`config.mk`:
```
export PLATFORM = sky130hd
export DESIGN_NAME = status_reg
export DESIGN_NICKNAME = d
export VERILOG_FILES = /design/src/rtl/status_reg.sv
export SDC_FILE = /design/constraint.sdc
export NUM_CORES = 1
export LEC_CHECK = 0
export CAP_MARGIN = 0
export CORE_ASPECT_RATIO = 0.9
export CORE_MARGIN = 2
export CORE_UTILIZATION = 36
export DETAILED_ROUTE_END_ITERATION = 10
export PLACE_DENSITY = 0.8
export SLEW_MARGIN = 5
export SYNTH_ARGS = -nofsm -noshare
export SYNTH_HDL_FRONTEND = slang
export SYNTH_SLANG_ARGS = --single-unit
export TNS_END_PERCENT = 1
```
`constraint.sdc`:
```
create_clock -name clk -period 1.6 [get_ports clk]
set_input_delay 0.24 -clock clk [delete_from_list [all_inputs] [get_ports clk]]
set_output_delay 0.24 -clock clk [all_outputs]
set_load 0.02 [all_outputs]
```
`src/rtl/status_reg.sv`:
```
// 6502-style processor status register: delayed ALU flag updates, direct flag
// writes, PLP/RTI loads and registered branch evaluation against the next P value.
module status_reg (
  input  logic       clk,
  input  logic       rst,
  input  logic       upd_nz,
  input  logic       upd_c,
  input  logic       upd_v,
  input  logic       bit_op,
  input  logic [2:0] flag_op,
  input  logic       load_p,
  input  logic       irq_set_i,
  input  logic [7:0] alu_out,
  input  logic       alu_c,
  input  logic       alu_v,
  input  logic [7:0] db_in,
  input  logic       br_eval,
  input  logic [2:0] br_cond,
  input  logic       brk_flag,
  output logic [7:0] p,
  output logic [7:0] p_push,
  output logic       dec_mode,
  output logic       br_valid,
  output logic       br_taken
);

  localparam logic [7:0] P_RESET = 8'h34;

  logic [7:0] p_reg, p_next;
  logic       pend_nz_reg, pend_c_reg, pend_v_reg, pend_bit_reg;
  logic [1:0] pend_m_reg;
  logic       br_valid_reg, br_taken_reg;
  logic       br_taken_next;
  logic       alu_zero;
  logic       flag_sel;

  // Lowest to highest priority: pending ALU update, then direct writes, then load.
  always_comb begin
    alu_zero = (alu_out == 8'h00);
    p_next   = p_reg;
    if (pend_nz_reg) begin
      p_next[7] = alu_out[7];
      p_next[1] = alu_zero;
    end
    if (pend_c_reg) p_next[0] = alu_c;
    if (pend_v_reg) p_next[6] = alu_v;
    if (pend_bit_reg) begin
      p_next[7] = pend_m_reg[1];
      p_next[6] = pend_m_reg[0];
      p_next[1] = alu_zero;
    end
    case (flag_op)
      3'b001:  p_next[0] = 1'b0;
      3'b010:  p_next[0] = 1'b1;
      3'b011:  p_next[2] = 1'b0;
      3'b100:  p_next[2] = 1'b1;
      3'b101:  p_next[6] = 1'b0;
      3'b110:  p_next[3] = 1'b0;
      3'b111:  p_next[3] = 1'b1;
      default: ;
    endcase
    if (irq_set_i) p_next[2] = 1'b1;
    if (load_p)    p_next = db_in;
    p_next[5:4] = 2'b11;
  end

  // Branch tests the flag value P will hold after this edge.
  always_comb begin
    case (br_cond[2:1])
      2'b00:   flag_sel = p_next[7];
      2'b01:   flag_sel = p_next[6];
      2'b10:   flag_sel = p_next[0];
      default: flag_sel = p_next[1];
    endcase
    br_taken_next = (flag_sel == br_cond[0]);
  end

  always_ff @(posedge clk) begin
    if (rst) begin
      p_reg        <= P_RESET;
      pend_nz_reg  <= 1'b0;
      pend_c_reg   <= 1'b0;
      pend_v_reg   <= 1'b0;
      pend_bit_reg <= 1'b0;
      pend_m_reg   <= 2'b00;
      br_valid_reg <= 1'b0;
      br_taken_reg <= 1'b0;
    end else begin
      p_reg        <= p_next;
      pend_nz_reg  <= upd_nz;
      pend_c_reg   <= upd_c;
      pend_v_reg   <= upd_v;
      pend_bit_reg <= bit_op;
      pend_m_reg   <= db_in[7:6];
      br_valid_reg <= br_eval;
      if (br_eval) br_taken_reg <= br_taken_next;
    end
  end

  assign p        = p_reg;
  assign p_push   = {p_reg[7:6], 1'b1, brk_flag, p_reg[3:0]};
  assign dec_mode = p_reg[3];
  assign br_valid = br_valid_reg;
  assign br_taken = br_taken_reg;

endmodule

```
==> metrics.cfg <==
[timing]
period_needed_ns=1.60
hold_viol_final=0
fin_crit_sh=1.00
clock.fmax_mhz=624
finClkSkew_ns=0.00646
slew_violations=0
rsz0062_at_grt=true
setup_violations=1
worst_slack_ns=-0.00233

[setup_path]
endpoint=br_taken$_SDFFE_PP0P_
critPathMaxStageDelay_ns=0.45
critPathArrivalTime_ns=1.78
r2r-end=br_taken$_SDFFE_PP0P_
crit_path_start_kind=primary input
crit_chain=clkdlybuf4s50_1 -> nand2b_1 -> a211oi_4 -> nor4_2 -> a31oi_4 -> mux2i_1 -> a211o_1
cp_slowest_cell=clkdlybuf4s50_1
r2r_setup_slack_ns=0.03
crit_required_ns=1.78
cp_num_buf_inv=1
cp_num_cells=7
critPathMaxFanout=4
cp-end-kind=register
cp-startpoint=flag_op[2]
regToRegStartpoint=pend_c_reg$_SDFF_PP0_
r2r_cells=6
crit_family=compound AO/OA/AOI/OAI gates
critPathKind=in -> reg

[placement]
dp_hpwl_um=1650
dp_cells=167
gp_congestion=0.723
port_buffers=45

[clocking]
cts-root-buf=clkbuf_4
numCtsBuffers=3
cts_setup_buffers=0
clk_path_buf_depth=2
cts.sink_count=14
h-tree-depth=1
ctsHoldBuffers=0
worstSkewPairLatency_ns=0.29
clk_pin_slew_ns=0.08
cts_tree=done

[pwr]
power_leakage_nw=0.548
vdd_ir_drop_max_mv=0.484
p_per_area_nw_per_um2=684

[floorplanning]
dieWidth_um=54.6
rows=16
start_util=0.380
io_pins=53
core_area_sq_um=2180
die_y_um=49.5
die_area_sq_um=2700

[detailed_routing]
avgViaCountPerCell=4.84
drc_errors=0
wl_per_cell_um=11.6
ant_nets=0
drt_iter0_drc=8
routed_wl_um=1990
firstDrtPassIters=4
via_count=828

[layout]
drive_above_1_share=0.201
n_antenna_cell=0
area_growth_pct=66.5
final_nets=179
final_core_util=0.633
fillers=203
largest_reg_flops=6
finalNonFillerCells=171

[run]
cap_violations=0

[synth]
avgSynthCellArea_sq_um=8.82
yosysUniqueCellTypes=33
synth.cell_area_sq_um=830
ys_warn_count=0
syn_inst=94
synth-seq-cells=14
yosysSeqAreaShare=0.338

[global_routing]
track_usage=0.166
grt_max_degree=14
antenna_found_initial=0
grt_pass1_wl_um=3210
overflow=0
grt_pass1_vias=775

[status]
status=finished, violations left
violations=setup timing

[min_path]
hold_path_class=in -> out

## Yosys cell counts
library cell / n / area share
nand3_1: 1 / 0.0060
mux2_2: 1 / 0.014
nand2_1: 6 / 0.027
inv_1: 2 / 0.0091
a211oi_2: 1 / 0.015
a2111oi_4: 1 / 0.033
o2111ai_1: 1 / 0.011
buf_6: 1 / 0.014
nor2_2: 1 / 0.0075
nor3b_1: 2 / 0.018
a211o_1: 1 / 0.011
nor4b_1: 2 / 0.021
dfxtp_1: 14 / 0.34
clkbuf_1: 1 / 0.0045
o21bai_1: 1 / 0.0091
o21ai_2: 1 / 0.011
mux2i_1: 3 / 0.036
mux2_4: 1 / 0.018
and3b_1: 1 / 0.011
nor4_1: 3 / 0.023
nand2b_1: 2 / 0.015
a21oi_1: 8 / 0.048
o21ai_0: 1 / 0.0060
a31oi_4: 1 / 0.026
or3_1: 1 / 0.0075
buf_4: 11 / 0.10
nor2b_1: 10 / 0.075
nor3_1: 4 / 0.024
nor2_1: 7 / 0.032
conb_1: 1 / 0.0045
nor3_2: 1 / 0.012
buf_2: 1 / 0.0060
nand3b_1: 1 / 0.0091
## layout make-up
cell class	count	area [sq um]	area share
timing repair buffer	58	552	0.399
multi-input combinational	66	470	0.341
sequential	14	282	0.204
clock buffer	4	36.3	0.0263
tap	27	33.8	0.0245
inverter	2	7.51	0.00543
## per-stage QoR
| stage | hold slack [ns] | instance area (sq um) | setup slack, ns | setup TNS, ns | power [mW] |
|---|---|---|---|---|---|
| finish | 0.480 | 1380 | -0.00233 | -0.00233 | 0.944 |
| global route | 0.480 | 1380 | -0.0612 | -0.0612 | 0.996 |
| CTS | 0.480 | 1370 | 0.000121 | 0 | 0.950 |
| detailed placement | 0.472 | 1320 | -0.368 | -0.368 | 0.685 |
| global placement | 0.473 | 1320 | -0.315 | -0.315 | 0.679 |
| floorplan | 0.312 | 843 | 0.00922 | 0 | 0.541 |
## kinds of logic (layout without fill, tap and decap cells)
logic type      after synthesis  after routing  share of synthesized area
simple gates                 42             42                      0.288
compound gates               16             16                      0.169
buf+inv                      16             64                      0.133
flops                        14             14                      0.338
mux                           5              5                     0.0679
other cells                   1              3                    0.00452
## layer usage
layer / share of wire / GRT usage / vias to the layer above / routed length (um)
met5: 0 / 0 / - / 0
met4: 0.015 / 0.0667 / 0 / 29
met3: 0.082 / 0.0394 / 3 / 163
met2: 0.52 / 0.284 / 38 / 1030
met1: 0.39 / 0.191 / 378 / 768
li1: - / - / 409 / -
## cell usage in the layout (no fill, tap or decap), drive strengths merged, types with 3 or more instances in the layout
cell	count
conb	3
nor2	8
a21oi	8
buf	13
nor4	3
nor3	5
nand2	6
dfxtp	14
mux2i	3
clkbuf	4
nor2b	10
clkdlybuf4s50	45
## worst min-delay path by stage
| stage | from | to | depth (start not counted) |
|---|---|---|---|
| CTS | brk_flag | p_push[4] | 0 |
| detailed placement | br_taken$_SDFFE_PP0P_ | br_taken$_SDFFE_PP0P_ | 1 |
| global route | brk_flag | p_push[4] | 0 |
| finish | brk_flag | p_push[4] | 0 |
| floorplan | rst | pend_bit_reg$_SDFF_PP0_ | 1 |
| global placement | br_taken$_SDFFE_PP0P_ | br_taken$_SDFFE_PP0P_ | 1 |
## where the power goes
group,internal [mW],switching [mW]
Clock,0.139,0.121
Combinational,0.173,0.126
Sequential,0.370,0.0158
Total,0.682,0.262
## what timing repair did
| action | in CTS | in global routing |
|---|---|---|
| resized for setup | 3 | 3 |
| setup endpoints to repair | 1 | 1 |
| pin swaps | 2 | 0 |
Note: power is estimated with default switching activity, not from simulation.
